==> src/rtl/plot_capture_sequencer_pkg.sv <==
// Shared constants and the plot sequencer state type for the ADC trace capture path.
package plot_capture_sequencer_pkg;

  localparam int ADC_BITS     = 12;
  localparam int CHANNELS     = 2;
  localparam int PLOT_W       = 518;
  localparam int PLOT_H       = 159;

  localparam int bitsPlotResH = $clog2(PLOT_W);
  localparam int bitsPlotResV = $clog2(PLOT_H);
  localparam int bitsChannel  = (CHANNELS > 1) ? $clog2(CHANNELS) : 1;

  // Dividend is sample * PLOT_H, which needs ADC_BITS + 8 bits; one quotient bit per step.
  localparam int DIV_STEPS    = ADC_BITS + 8;

  typedef enum logic [2:0] {IDLE, LOAD, DIV, WRITE, NEXT} plotState_t;

endpackage

==> src/rtl/plot_capture_sequencer_scale_div.sv <==
// Sequential unsigned restoring divider that scales one sample to plot height,
// with the quotient clamped so full scale stays inside the plot window.
module plot_scale_div #(
  parameter int DIVIDEND_W = 20,
  parameter int DIVISOR_W  = 12,
  parameter int OUT_W      = 8,
  parameter int SAT_MAX    = 158
) (
  input  logic                  clk,
  input  logic                  rst_n,
  input  logic                  start,
  input  logic [DIVIDEND_W-1:0] dividend,
  input  logic [DIVISOR_W-1:0]  divisor,
  output logic                  done,
  output logic [OUT_W-1:0]      quotient_sat
);

  localparam int CNT_W = $clog2(DIVIDEND_W + 1);

  logic [DIVISOR_W-1:0]  rem;
  logic [DIVISOR_W-1:0]  divReg;
  logic [DIVIDEND_W-1:0] quotient;
  logic [CNT_W-1:0]      cnt;
  logic                  running;

  logic [DIVISOR_W-1:0]  stepRemIn;
  logic [DIVIDEND_W-1:0] stepQIn;
  logic [DIVISOR_W-1:0]  stepDiv;
  logic [DIVISOR_W:0]    trial;
  logic [DIVISOR_W-1:0]  stepRemOut;
  logic [DIVIDEND_W-1:0] stepQOut;

  // The first step is taken on the start edge itself so the whole divide spans DIVIDEND_W edges.
  always_comb begin
    stepRemIn  = start ? '0 : rem;
    stepQIn    = start ? dividend : quotient;
    stepDiv    = start ? divisor : divReg;
    trial      = {stepRemIn, stepQIn[DIVIDEND_W-1]};
    stepRemOut = trial[DIVISOR_W-1:0];
    stepQOut   = {stepQIn[DIVIDEND_W-2:0], 1'b0};
    if (trial >= {1'b0, stepDiv}) begin
      stepRemOut  = DIVISOR_W'(trial - {1'b0, stepDiv});
      stepQOut[0] = 1'b1;
    end
  end

  always_ff @(posedge clk or negedge rst_n) begin
    if (!rst_n) begin
      rem      <= '0;
      divReg   <= '0;
      quotient <= '0;
      cnt      <= '0;
      running  <= 1'b0;
      done     <= 1'b0;
    end else begin
      done <= 1'b0;
      if (start) begin
        rem      <= stepRemOut;
        quotient <= stepQOut;
        divReg   <= divisor;
        cnt      <= CNT_W'(DIVIDEND_W - 1);
        running  <= 1'b1;
      end else if (running) begin
        rem      <= stepRemOut;
        quotient <= stepQOut;
        cnt      <= cnt - 1'b1;
        if (cnt == CNT_W'(1)) begin
          running <= 1'b0;
          done    <= 1'b1;
        end
      end
    end
  end

  assign quotient_sat = (quotient > DIVIDEND_W'(SAT_MAX)) ? OUT_W'(SAT_MAX) : quotient[OUT_W-1:0];

endmodule

==> src/rtl/plot_capture_sequencer.sv <==
// Captures one ADC sample per channel on each synchronised ready strobe, scales it to
// plot height and writes it into the shared trace RAM at the current sweep column.
module plot_capture_sequencer
  import plot_capture_sequencer_pkg::*;
(
  input  logic                               clk,
  input  logic                               rst_n,
  input  logic [CHANNELS-1:0][ADC_BITS-1:0]  adc,
  input  logic                               ready,
  input  logic                               freeze,
  input  logic                               clr_overrun,
  output logic                               wr_en,
  output logic [bitsChannel-1:0]             wr_ch,
  output logic [bitsPlotResH-1:0]            wr_addr,
  output logic [bitsPlotResV-1:0]            wr_data,
  output logic                               busy,
  output logic                               overrun,
  output logic                               sweep_done
);

  plotState_t                        state;
  logic                              s1, s2, s3;
  logic                              start;
  logic [CHANNELS-1:0][ADC_BITS-1:0] sample;
  logic [bitsChannel-1:0]            ch;
  logic [bitsPlotResH-1:0]           idx;
  logic [DIV_STEPS-1:0]              dividend;
  logic                              divStart;
  logic                              divDone;
  logic [bitsPlotResV-1:0]           divSat;

  // ready comes from the ADC clock domain; only its synchronised rising edge is used.
  always_ff @(posedge clk or negedge rst_n) begin
    if (!rst_n) begin
      s1 <= 1'b0;
      s2 <= 1'b0;
      s3 <= 1'b0;
    end else begin
      s1 <= ready;
      s2 <= s1;
      s3 <= s2;
    end
  end

  assign start    = s2 & ~s3;
  assign divStart = (state == LOAD);
  assign dividend = DIV_STEPS'(sample[ch]) * DIV_STEPS'(PLOT_H);

  plot_scale_div #(
    .DIVIDEND_W (DIV_STEPS),
    .DIVISOR_W  (ADC_BITS),
    .OUT_W      (bitsPlotResV),
    .SAT_MAX    (PLOT_H - 1)
  ) u_div (
    .clk          (clk),
    .rst_n        (rst_n),
    .start        (divStart),
    .dividend     (dividend),
    .divisor      ({ADC_BITS{1'b1}}),
    .done         (divDone),
    .quotient_sat (divSat)
  );

  always_ff @(posedge clk or negedge rst_n) begin
    if (!rst_n) begin
      state      <= IDLE;
      idx        <= '0;
      ch         <= '0;
      sample     <= '0;
      wr_en      <= 1'b0;
      wr_ch      <= '0;
      wr_addr    <= '0;
      wr_data    <= '0;
      busy       <= 1'b0;
      overrun    <= 1'b0;
      sweep_done <= 1'b0;
    end else begin
      wr_en      <= 1'b0;
      sweep_done <= 1'b0;

      // A dropped strobe outranks a clear arriving in the same cycle.
      if (start && (state != IDLE) && !freeze) begin
        overrun <= 1'b1;
      end else if (clr_overrun) begin
        overrun <= 1'b0;
      end

      case (state)
        IDLE: begin
          if (start && !freeze) begin
            sample <= adc;
            ch     <= '0;
            busy   <= 1'b1;
            state  <= LOAD;
          end
        end
        LOAD: state <= DIV;
        DIV: begin
          if (divDone) begin
            wr_en   <= 1'b1;
            wr_ch   <= ch;
            wr_addr <= idx;
            wr_data <= divSat;
            state   <= WRITE;
          end
        end
        WRITE: begin
          if (ch < bitsChannel'(CHANNELS - 1)) begin
            ch    <= ch + 1'b1;
            state <= LOAD;
          end else begin
            state <= NEXT;
          end
        end
        NEXT: begin
          if (idx == bitsPlotResH'(PLOT_W - 1)) begin
            idx        <= '0;
            sweep_done <= 1'b1;
          end else begin
            idx <= idx + 1'b1;
          end
          busy  <= 1'b0;
          state <= IDLE;
        end
        default: state <= IDLE;
      endcase
    end
  end

endmodule

==> config.mk <==
export PLATFORM = sky130hd
export DESIGN_NAME = plot_capture_sequencer
export DESIGN_NICKNAME = d
export VERILOG_FILES = /design/src/rtl/plot_capture_sequencer_pkg.sv /design/src/rtl/plot_capture_sequencer_scale_div.sv /design/src/rtl/plot_capture_sequencer.sv
export SDC_FILE = /design/constraint.sdc
export NUM_CORES = 1
export LEC_CHECK = 0
export BUFFER_PORTS_ARGS = -buffer_cell sky130_fd_sc_hd__buf_2
export CAP_MARGIN = 40
export CELL_PAD_IN_SITES_DETAIL_PLACEMENT = 0
export CELL_PAD_IN_SITES_GLOBAL_PLACEMENT = 1
export CORE_UTILIZATION = 30
export DETAILED_ROUTE_END_ITERATION = 6
export PLACE_DENSITY_LB_ADDON = 0.1
export SYNTH_ARGS = -nofsm -noshare
export SYNTH_HDL_FRONTEND = slang
export SYNTH_SLANG_ARGS = --single-unit
==> constraint.sdc <==
create_clock -name clk -period 9.89 [get_ports clk]
set_input_delay 1.978 -clock clk [delete_from_list [all_inputs] [get_ports clk]]
set_output_delay 1.978 -clock clk [all_outputs]
set_load 0.005 [all_outputs]
After elaboration in Yosys (flattened, before gate mapping)
Cells that the tools add are included.
{"block": "word_totals", "wordCells": 92, "input_bits": 29, "regBits": 115, "out_inout_bits": 23}
{"block": "classes", "eq_ne": 9, "reduce_logical": 15, "order_cmp": 4, "n_addsub": 4, "multipliers": 1, "bitwise_logic": 2, "n_mux": 36}
{"op": "12-bit two-way mux", "count": 7}
{"op": "20-bit two-way mux", "count": 3}
{"op": "20-bit by 8-bit > comparator with 1-bit output, second input constant", "count": 1}
{"op": "12-bit by 8-bit multiplier with 20-bit output, second input constant", "count": 1}
{"op": "1-bit two-way mux", "count": 16}
{"op": "13-bit by 12-bit >= comparator with 1-bit output", "count": 1}
{"op": "3-bit case mux with 4 select lines", "count": 1}
{"op": "12-bit subtractor", "count": 1}
{"op": "10-bit by 1-bit adder with 10-bit output, second input constant", "count": 1}
{"op": "10-bit equality test, second input constant", "count": 1}
{"op": "10-bit two-way mux", "count": 1}
{"op": "5-bit two-way mux", "count": 2}
{"op": "3-bit two-way mux", "count": 3}
{"op": "8-bit two-way mux", "count": 1}
{"op": "2-bit AND reduction", "count": 4}
{"op": "2-bit nonzero test", "count": 4}
{"op": "3-bit by 2-bit equality test with 1-bit output, second input constant", "count": 2}
{"op": "5-bit by 1-bit equality test with 1-bit output, second input constant", "count": 1}
{"op": "5-bit by 1-bit subtractor with 5-bit output, second input constant", "count": 1}
{"op": "2-bit != test, second input constant", "count": 2}
{"op": "1-bit case mux with 2 select lines", "count": 2}
{"op": "3-bit by 1-bit equality test with 1-bit output, second input constant", "count": 1}
{"op": "3-bit equality test, second input constant", "count": 1}
{"op": "1-bit logical AND", "count": 3}
{"op": "10 further kinds", "count": 10}

Logic depth before layout (Yosys ltp)
Gate-level depths: netlist of run 1.
{"block": "depth", "depth_word": 8, "ltp_mapped": 28, "mapped_depth_nobuf": 25}

Hierarchy
From an unflattened synthesis of run 1, not the netlist that was laid out.
{"block": "hier_totals", "cells_unflattened": 768, "hier_area_um2": 7900.1}
{"mod": "plot_capture_sequencer", "area_each_um2": 4799.6, "cells_each": 433, "seq_area_each_um2": 1601.5, "n_inst": 1}
{"mod": "plot_scale_div", "area_each_um2": 3100.5, "cells_each": 335, "seq_area_each_um2": 1276.2, "n_inst": 1}

Worst setup path before layout of run 1
No wires, ideal clock.
{"block": "synth_path", "path_kind": "register -> register", "startpoint": "reg ch", "endpoint": "reg u_div.rem[6]", "path_buffers": 3, "path_stages_with_launch": 27, "arrival_ns": 6.481, "slack_ns": 3.283, "path_cell_list": "dfrtp_1 clkbuf_1 buf_1 mux2i_1 fa_1 inv_1 ha_1 inv_1 fa_1 fa_1 inv_1 ha_1 clkbuf_1 a211oi_1 o21ai_0 o211ai_1 a21oi_1 o31ai_1 ha_1 inv_1 fa_1 a21o_1 nand4_1 nand2_1 xnor2_1 mux2i_1 a221o_1"}
{"block": "synth_between", "elab_chain_len": 8, "word_cells_on_any_way": 9, "cone_classes": "1 x add/sub; 1 x mul; 1 x order compare; 6 x mux"}
{"element": "from (decl)", "line_no": "plot_capture_sequencer.sv:25", "rtl": "logic [bitsChannel-1:0] ch;"}
{"element": "from (signal assigned)", "line_no": "plot_capture_sequencer.sv:109", "rtl": "ch <= ch + 1'b1;"}
{"element": "12-bit two-way mux (not written as such) (*) (2 in series)", "line_no": "plot_capture_sequencer.sv:47", "rtl": "assign dividend = DIV_STEPS'(sample[ch]) * DIV_STEPS'(PLOT_H);"}
{"element": "12-bit by 8-bit multiplier with 20-bit output (*)", "line_no": "plot_capture_sequencer.sv:47"}
{"element": "20-bit two-way mux (*)", "line_no": "plot_capture_sequencer_scale_div.sv:36", "rtl": "stepQIn = start ? dividend : quotient;"}
{"element": "12-bit subtractor or 13-bit by 12-bit >= comparator with 1-bit output (tied branches)", "line_no": "plot_capture_sequencer_scale_div.sv:42, plot_capture_sequencer_scale_div.sv:41"}
{"element": "12-bit two-way mux (*)", "line_no": "plot_capture_sequencer_scale_div.sv:41", "rtl": "if (trial >= {1'b0, stepDiv}) begin"}
{"element": "12-bit two-way mux", "line_no": "plot_capture_sequencer_scale_div.sv:63", "rtl": "end else if (running) begin"}
{"element": "12-bit two-way mux (*)", "line_no": "plot_capture_sequencer_scale_div.sv:57", "rtl": "if (start) begin"}
{"element": "to (signal assigned)", "line_no": "plot_capture_sequencer_scale_div.sv:58", "rtl": "rem <= stepRemOut;"}
{"element": "to (signal assigned)", "line_no": "plot_capture_sequencer_scale_div.sv:64", "rtl": "rem <= stepRemOut;"}
{"element": "to (decl)", "line_no": "plot_capture_sequencer_scale_div.sv:20", "rtl": "logic [DIVISOR_W-1:0] rem;"}
Mark *: on every way between the ends. The rest lies on a longest branch, timed or not. The select of a mux whose other input is x is not followed.
A chain may end at the register's enable or synchronous reset.

Final worst setup path of run 1
Ends and elaborated chain as after synthesis.

==> results of run 1 <==
## routing by layer
layer | vias up | routed length [um] | GRT usage
met5 | - | 0 | 0
met4 | 0 | 201 | 0.04376
met3 | 15 | 399 | 0.02920
met2 | 71 | 8402 | 0.2340
met1 | 2781 | 8908 | 0.1999
li1 | 2825 | - | -
## per-stage QoR
stage / total power, mW / utilization / area, um^2 / hold slack, ps / instances
after floorplan: 1.151 / - / 7815 / 331.2 / 802
after global placement: 1.353 / 0.3299 / 8378 / 332.8 / 1157
after detailed placement: 1.351 / 0.3313 / 8416 / 339.6 / 1161
after CTS: 2.048 / 0.3562 / 9047 / 347.7 / 1193
after global routing: 2.196 / 0.3565 / 9055 / 364.4 / 1194
final: 2.010 / 0.3565 / 9055 / 347.6 / 1194
## final cells by class
| type | count | area [um^2] | share of cell area |
|---|---|---|---|
| inverter | 110 | 412.9 | 0.04560 |
| timing repair buffer | 61 | 340.3 | 0.03758 |
| multi-input combinational | 546 | 4379 | 0.4836 |
| clock buffer | 17 | 425.4 | 0.04698 |
| clock inverter | 15 | 206.4 | 0.02280 |
| tap | 330 | 412.9 | 0.04560 |
| sequential | 115 | 2878 | 0.3178 |
## registers in the layout, indices dropped and copies added, names as in the netlist, 3 cells and up
| name | cells |
|---|---|
| idx | 10 |
| sample | 24 |
| state | 3 |
| u_div.cnt | 5 |
| u_div.divReg | 12 |
| u_div.quotient | 20 |
| u_div.rem | 12 |
| wr_addr | 10 |
| wr_data | 8 |
## worst max-delay path, cell delays in order (launching register included)
cell and delay [ps]:
dfrtp_1 830, mux2i_1 790, fa_1 540, inv_1 80, ha_1 260, fa_1 540
inv_1 50, fa_1 530, inv_1 40, ha_1 350, and3_1 230, a41oi_1 260
a21oi_1 160, o31ai_1 370, ha_1 240, inv_1 60, fa_1 410, a21o_1 220
nand4_1 190, nand2_1 120, xnor2_1 260, mux2i_1 120, a221o_1 290
## cell usage in the layout (no fill, tap or decap), types with 5 or more instances in the layout
master,synthesis,layout
dfrtp_1,115,115
inv_1,110,110
nand2_1,84,84
ha_1,58,58
buf_2,3,50
fa_1,39,39
nor2_1,37,37
o21ai_0,36,36
a21oi_1,32,32
mux2i_1,30,30
mux2_2,28,28
nand2b_1,17,17
clkbuf_16,0,17
xnor2_1,14,14
and2_1,13,13
a211oi_1,12,12
nand3_1,12,12
nor2b_1,11,11
nand4_1,11,11
nor3_1,9,9
buf_4,0,9
xor2_1,8,8
and3_1,7,7
o22a_1,7,7
o21a_1,6,6
o31ai_1,6,6
nor4_1,6,6
inv_6,0,6
inv_8,0,5
## cell families after synthesis
logic type	synth area share
xor gates and xnor gates	0.02466
adders and majority gates	0.1928
buffers and inverters	0.07141
DFF	0.3682
muxes	0.07877
AOI/OAI and AO/OA	0.1292
and+or+nand+nor	0.1350
## synth_stat cells (all sizes together) (4+ instances only)
master | n | area share
a211oi | 13 | 0.013
a21o | 5 | 0.0050
a21oi | 32 | 0.020
a31o | 4 | 0.0045
and2 | 13 | 0.010
and3 | 7 | 0.0056
buf | 8 | 0.0062
clkbuf | 23 | 0.012
dfrtp | 115 | 0.37
fa | 39 | 0.10
ha | 58 | 0.093
inv | 110 | 0.053
mux2 | 28 | 0.040
mux2i | 30 | 0.038
nand2 | 84 | 0.040
nand2b | 17 | 0.014
nand3 | 12 | 0.0077
nand4 | 11 | 0.0088
nor2 | 37 | 0.018
nor2b | 11 | 0.0088
nor3 | 9 | 0.0058
nor4 | 6 | 0.0048
o211ai | 4 | 0.0038
o21a | 6 | 0.0058
o21ai | 37 | 0.024
o22a | 7 | 0.0078
o31ai | 6 | 0.0058
or3 | 4 | 0.0032
xnor2 | 14 | 0.016
xor2 | 8 | 0.0090
## report_power, final
group | internal (mW) | total (mW) | switching [mW] | leakage (nW)
Combinational | 0.322 | 0.804 | 0.483 | 2.79
Clock | 0.410 | 0.674 | 0.264 | 0.309
Sequential | 0.502 | 0.531 | 0.0296 | 1.48
## how the worst min path moves through the flow
stage	start	end	depth (start not counted)
finish	s1	s2	0
global route	s1	s2	0
CTS	s1	s2	0
detailed placement	s1	s2	0
global placement	s1	s2	0
floorplan	s1	s2	0
==> run_results.csv, run 1 <==
group,metric,value,unit
global_route,grt_pass1_vias,5885,
layout,num_antenna_cells,0,
floorplanning,io_pins,52,
logic_synthesis,synth_edf_count,0,
cts,ctsHoldBuffers,0,
logic_synthesis,synthArstFlopShare,1.000,
critical_path,timing.rr.end,"u_div.rem[6]",
timing,maxSlewViolCount,0,
timing,fin_crit_sh,0.7144,
critical_path,r2r_cells,22,
critical_path,critPathMaxFanout,17,
critical_path,worst_setup_path_end_kind,"flop",
floorplanning,die_area,26700,um^2
cts,htreeDepth,4,
logic_synthesis,synth_area,7815,um^2
critical_path,timing.rr.start,"ch",
drt,wl_per_cell,15.00,um
logic_synthesis,synth-main-ff-cell,"dfrtp_1",
floorplanning,start_util,0.3077,
floorplanning,num_rows,58,
cts,cts_num_sinks,115,
logic_synthesis,yosysUniqueCellTypes,64,
run_status,status,"finished, final reports clean",
cts,post_cts_resized,0,
layout,nNetsFinal,977,
flow_run,cap_viol_max_count,0,
timing,setup_ws,2824,ps
layout,fillers,2612,
cts,tritoncts,"yes",
logic_synthesis,syn_area_per_cell,9.744,um^2
floorplanning,die-height,163.4,um
placed_design,hpwl,13360,um
layout,drive_above_1_share,0.1516,
critical_path,critPathCapture,"u_div.rem[6]",
drt,drc,0,
placed_design,dp_slack,2711,ps
logic_synthesis,postSynthCellCount,802,
critical_path,arrival,7380,ps
floorplanning,core_area,25400,um^2
critical_path,cp-startpoint,"ch",
timing,max_slew_margin,0.4270,
critical_path,r2r_slack,2820,ps
timing,rsz0062_at_grt,"no",
power_and_ir_drop,powerDensity,221.9,nW/um^2
timing,fmax,141.5,MHz
critical_path,critPathLaunchType,"flop",
worst_hold_path,hold_class,"reg -> reg",
drt,dr.pass1.iters,5,
global_route,overflow,0,
timing,worstMarginPinSlew,835.6,ps
global_route,grt_pass1_wl,30700,um
power_and_ir_drop,max-vdd-ir-drop,108.4,uV
timing,tns,0,ps
drt,route.antenna.remaining_nets,0,
logic_synthesis,seq_area_frac_synth,0.3682,
drt,vias,5692,
timing,finalSetupViolations,0,
cts,cts-root-buf,"clkbuf_16",
timing,finClkSkew,10.28,ps
global_route,grt_max_degree,60,
placed_design,port_buffers,51,
placed_design,place.gp.congestion,0.7948,
logic_synthesis,yosysWarnings,0,
floorplanning,die_w,163.4,um
cts,numCtsBuffers,17,
cts,path_clk_slew,70,ps
drt,first_iter_violations,188,
layout,area_growth,15.87,%
logic_synthesis,ys_ff_latch,115,
drt,wl,17910,um
logic_synthesis,syn_nets,928,
critical_path,critPathKind,"reg -> reg",
cts,cts.path.max_buffers,2,
cts,cts_setup_buffers,0,
critical_path,cp.required,10200,ps
drt,routed_via_density,4.767,
power_and_ir_drop,p_leak,4.575,nW
global_route,globalRouteTotalUtil,0.1468,
global_route,antenna_found_initial,0,
timing,min_period,7066,ps
timing,hold_violations,0,
cts,clk_latency,430,ps
Power figures use the tool's default switching activity.
==> run 2: changes to the inputs <==
==> constraint.sdc (replaced) <==
create_clock -name clk -period 7.2 [get_ports clk]
set_input_delay 1.44 -clock clk [delete_from_list [all_inputs] [get_ports clk]]
set_output_delay 1.44 -clock clk [all_outputs]
set_load 0.005 [all_outputs]
==> run 2 against run 1 <==
  * Critical path type unchanged
  * Register-to-register slack worse by 2200 ps
  * Largest power group unchanged
  * Power up 35%
  * Final cell count up 0.34%
==> run_results.csv, run 2 (same netlist as run 1, synthesis figures left out) <==
group,metric,value,unit
run_status,status,"finished, final reports clean",
timing,hold_slack,360.4,ps
layout,largest_reg_flops,24,
layout,fin_util,0.3574,
drt,vias,5656,
layout,reg_top3,"sample x24, u_div.quotient x20",
cts,tritoncts,"yes",
drt,wl,17840,um
layout,mostFrequentLayoutCell,"dfrtp_1",
cts,path_clk_slew,60,ps
critical_path,arrival,6860,ps
worst_hold_path,hold_depth,0,
critical_path,cp_slowest_cell,"fa_1",
worst_hold_path,hold_class,"reg -> reg",
timing,max_slew_margin,0.4403,
timing,fin_crit_sh,0.9106,
drt,dr.pass1.iters,4,
cts,clk_latency,420,ps
layout,top_register,"sample",
layout,nNetsFinal,981,
placed_design,place.gp.congestion,0.7829,
timing,finalSetupViolations,0,
critical_path,critPathLaunchType,"flop",
critical_path,critical_path_depth,25,
layout,num_antenna_cells,0,
critical_path,slowest_delay,530,ps
placed_design,port_buffers,51,
timing,hold_violations,0,
layout,area_growth,16.17,%
layout,drive_above_1_share,0.1590,
cts,post_cts_resized,0,
cts,ctsHoldBuffers,0,
timing,setup_ws,643.4,ps
floorplanning,die_w,163.4,um
floorplanning,core_area,25400,um^2
timing,tns,0,ps
critical_path,cpLargestDelayFamily,"adder cells",
floorplanning,io_pins,52,
critical_path,cpMostUsedCell,"fa_1",
layout,stdcell_area,9079,um^2
cts,htreeDepth,4,
floorplanning,die_area,26700,um^2
global_route,grt_pass1_vias,5984,
global_route,globalRouteTotalUtil,0.1472,
power_and_ir_drop,max-vdd-ir-drop,125.9,uV
drt,routed_via_density,4.721,
drt,drc,0,
layout,final_cell_mix,"114 x dfrtp_1, 110 x inv_1, 83 x nand2_1",
floorplanning,die-height,163.4,um
drt,wl_per_cell,14.89,um
placed_design,dp_slack,538.3,ps
timing,min_period,6557,ps
critical_path,path_buf_inv,6,
global_route,grt_max_degree,66,
timing,maxSlewViolCount,0,
cts,cts_num_sinks,115,
critical_path,cp.required,7500,ps
critical_path,worst_setup_path_end_kind,"flop",
timing,rsz0062_at_grt,"no",
global_route,antenna_found_initial,0,
placed_design,place_area,8476,um^2
timing,worstMarginPinSlew,836.6,ps
floorplanning,num_rows,58,
global_route,grt_pass1_wl,30950,um
timing,fmax,152.5,MHz
cts,cts.path.max_buffers,2,
drt,first_iter_violations,247,
cts,numCtsBuffers,17,
cts,cts_setup_buffers,0,
critical_path,critPathMaxFanout,11,
power_and_ir_drop,p_leak,4.579,nW
floorplanning,start_util,0.3077,
critical_path,r2r_slack,640,ps
global_route,overflow,0,
layout,fin_cells,1198,
power_and_ir_drop,total_power,2.716,mW
timing,finClkSkew,12.96,ps
power_and_ir_drop,powerDensity,299.2,nW/um^2
drt,route.antenna.remaining_nets,0,
placed_design,dp_cells,1166,
critical_path,r2r_cells,25,
cts,cts-root-buf,"clkbuf_16",
placed_design,hpwl,13430,um
flow_run,cap_viol_max_count,0,
critical_path,critPathKind,"reg -> reg",
run 2: final timing paths:
check                                   end  startpoint
max                            u_div.rem[6]          ch
min                                      s2          s1
max reg2reg                    u_div.rem[6]          ch
min reg2reg                              s2          s1
max in group asynchronous                ch       rst_n
min in group asynchronous  u_div.divReg[10]       rst_n
run 2: per-layer routing:
metal / vias to the layer above / share of wire / wire length, um / track usage
li1: 2851 / - / - / -
met1: 2736 / 0.50 / 8966 / 0.2028
met2: 61 / 0.47 / 8353 / 0.2365
met3: 8 / 0.020 / 357 / 0.02539
met4: 0 / 0.0089 / 158 / 0.03951
met5: - / 0 / 0 / 0
run 2: area by class of cell:
| type | count | area (um^2) |
|---|---|---|
| fill | 2616 | 16320 |
| inverter | 110 | 412.9 |
| clock inverter | 15 | 172.7 |
| multi-input combinational | 546 | 4385 |
| tap | 330 | 412.9 |
| timing repair buffer | 65 | 390.4 |
| sequential | 115 | 2879 |
| clock buffer | 17 | 425.4 |
run 2: report_power, final:
group          internal [mW]  total, mW  leakage (nW)  switching, mW
clock network          0.520      0.868         0.289          0.348
registers              0.690      0.727          1.48         0.0374
logic                  0.451       1.12          2.81          0.670
==> run 3: changes to the inputs <==
--- a/config.mk
+++ b/config.mk
@@ -7,11 +7,8 @@
 export LEC_CHECK = 0
 export BUFFER_PORTS_ARGS = -buffer_cell sky130_fd_sc_hd__buf_2
 export CAP_MARGIN = 40
-export CELL_PAD_IN_SITES_DETAIL_PLACEMENT = 0
-export CELL_PAD_IN_SITES_GLOBAL_PLACEMENT = 1
 export CORE_UTILIZATION = 30
 export DETAILED_ROUTE_END_ITERATION = 6
-export PLACE_DENSITY_LB_ADDON = 0.1
 export SYNTH_ARGS = -nofsm -noshare
 export SYNTH_HDL_FRONTEND = slang
 export SYNTH_SLANG_ARGS = --single-unit
==> run 3 against run 2 <==
  * Combinational power is essentially flat
  * Largest cell class unchanged
  * Setup slack gained 27 ps
  * Clock skew shrank 3.6 ps
  * Final cell count is essentially flat
  * Sequential cell count is the same
  * Clock-buffer cell count is the same
  * Worst hold slack is essentially flat
==> run_results.csv, run 3 (same netlist as run 1, synthesis figures left out) <==
group,metric,value,unit
timing,hold_violations,0,
timing,finalSetupViolations,0,
layout,top_register,"sample",
power_and_ir_drop,p_int,1.690,mW
global_route,overflow,0,
timing,tns,0,ps
layout,drive_above_1_share,0.1569,
cts,numCtsBuffers,17,
layout,area_growth,16.35,%
critical_path,r2r_slack,670,ps
drt,routed_via_density,4.754,
critical_path,path_buf_inv,6,
timing,worstMarginPinSlew,808.7,ps
cts,path_clk_slew,60,ps
placed_design,place.gp.congestion,0.8102,
layout,stdcell_area,9092,um^2
timing,fmax,153.1,MHz
power_and_ir_drop,p_switching,1.032,mW
cts,htreeDepth,4,
power_and_ir_drop,p_leak,4.585,nW
critical_path,critPathMaxFanout,10,
drt,drc,0,
critical_path,cp_slowest_cell,"dfrtp_1",
power_and_ir_drop,max-vdd-ir-drop,157.2,uV
power_and_ir_drop,switching_share,0.3791,
layout,mostFrequentLayoutCell,"dfrtp_1",
drt,dr.pass1.iters,6,
global_route,globalRouteTotalUtil,0.1300,
drt,wl_per_cell,13.30,um
power_and_ir_drop,p_comb_frac,0.403,
drt,route.antenna.remaining_nets,0,
critical_path,critPathLaunchType,"flop",
floorplanning,core_area,25400,um^2
global_route,grt_pass1_vias,5670,
placed_design,place_area,8466,um^2
layout,largest_reg_flops,24,
power_and_ir_drop,clockPowerShare,0.329,
floorplanning,die_area,26700,um^2
timing,hold_slack,360.6,ps
floorplanning,start_util,0.3077,
critical_path,worst_setup_path_end_kind,"flop",
critical_path,arrival,6790,ps
critical_path,slowest_delay,660,ps
drt,first_iter_violations,247,
layout,fin_util,0.3580,
drt,wl,15920,um
timing,min_period,6530,ps
layout,final_cell_mix,"115 x dfrtp_1, 110 x inv_1, 84 x nand2_1",
cts,tritoncts,"yes",
critical_path,path_cells,"mux2i_2 -> inv_1 -> fa_1 -> inv_1 -> fa_1 -> inv_1 -> ha_1 -> inv_1 -> fa_1 -> inv_1 -> ha_1 -> a211oi_1 -> o21ai_0 -> o211ai_1 -> a21oi_1 -> o31ai_1 -> ha_1 -> nor2b_1 -> o31a_1 -> nor3_1 -> o211ai_1 -> buf_4 -> mux2i_1 -> o21ai_0",
floorplanning,die_w,163.4,um
cts,cts_setup_buffers,0,
critical_path,cp.required,7460,ps
timing,finClkSkew,9.403,ps
cts,cts_num_sinks,115,
power_and_ir_drop,sequentialPowerShare,0.268,
floorplanning,num_rows,58,
critical_path,cpLargestDelayFamily,"adder cells",
timing,rsz0062_at_grt,"no",
power_and_ir_drop,powerDensity,299.4,nW/um^2
timing,maxSlewViolCount,0,
layout,nNetsFinal,980,
timing,fin_crit_sh,0.9070,
placed_design,port_buffers,51,
global_route,grt_pass1_wl,27730,um
cts,cts.path.max_buffers,2,
flow_run,cap_viol_max_count,0,
run_status,status,"finished, final reports clean",
layout,reg_top3,"sample x24, u_div.quotient x20",
layout,num_antenna_cells,0,
timing,max_slew_margin,0.4585,
worst_hold_path,hold_class,"reg -> reg",
placed_design,hpwl,11710,um
global_route,grt_max_degree,51,
cts,clk_latency,420,ps
power_and_ir_drop,total_power,2.722,mW
floorplanning,io_pins,52,
critical_path,cpMostUsedCell,"inv_1",
drt,vias,5690,
floorplanning,die-height,163.4,um
cts,cts-root-buf,"clkbuf_16",
global_route,antenna_found_initial,0,
critical_path,critPathKind,"reg -> reg",
-- run 3: final timing paths --
kind | from | endpoint | depth (start not counted)
worst max-delay path | ch | u_div.rem[2] | 24
worst min-delay path | s1 | s2 | 0
worst max register to register | ch | u_div.rem[2] | 24
worst min register to register | s1 | s2 | 0
max in group asynchronous | rst_n | u_div.rem[2] | 3
min in group asynchronous | rst_n | sample[10] | 1
-- run 3: area by class of cell --
cell class	count	area, um^2
fillers	2594	16310
multi-input cells	546	4387
flip-flops and latches	115	2878
clock buffers	17	425.4
inverters	110	412.9
well taps	330	412.9
repair buffers	64	382.9
clock inverters	15	193.9
-- run 3: routing by layer --
metal | track usage | routed length [um] | vias up
met5 | 0 | 0 | -
met4 | 0.05140 | 274 | 0
met3 | 0.02082 | 424 | 19
met2 | 0.1986 | 7265 | 84
met1 | 0.1824 | 7961 | 2751
li1 | - | - | 2836
-- run 3: power by group through the flow --
stage               clock, mW  sequential, mW  combinational (mW)
global route            0.948           0.735                1.27
floorplan                   0           0.721               0.860
finish                  0.895           0.729                1.10
global placement            0           0.738                1.09
detailed placement          0           0.739                1.10
CTS                     0.919           0.728                1.11
-- run 3: per-stage QoR --
| stage | cells | worst slack, ps |
|---|---|---|
| after floorplan | 802 | 593.1 |
| after global placement | 1163 | 731.3 |
| after detailed placement | 1165 | 533.4 |
| after CTS | 1197 | 525.1 |
| after global routing | 1197 | 162.5 |
| final | 1197 | 669.9 |
-- run 3: what timing repair did --
| action | in CTS | in global routing |
|---|---|---|
| endpoints found under the setup margin | 0 | 1 |
| hold buffers | 0 | 0 |
| gates resized for setup | 0 | 2 |
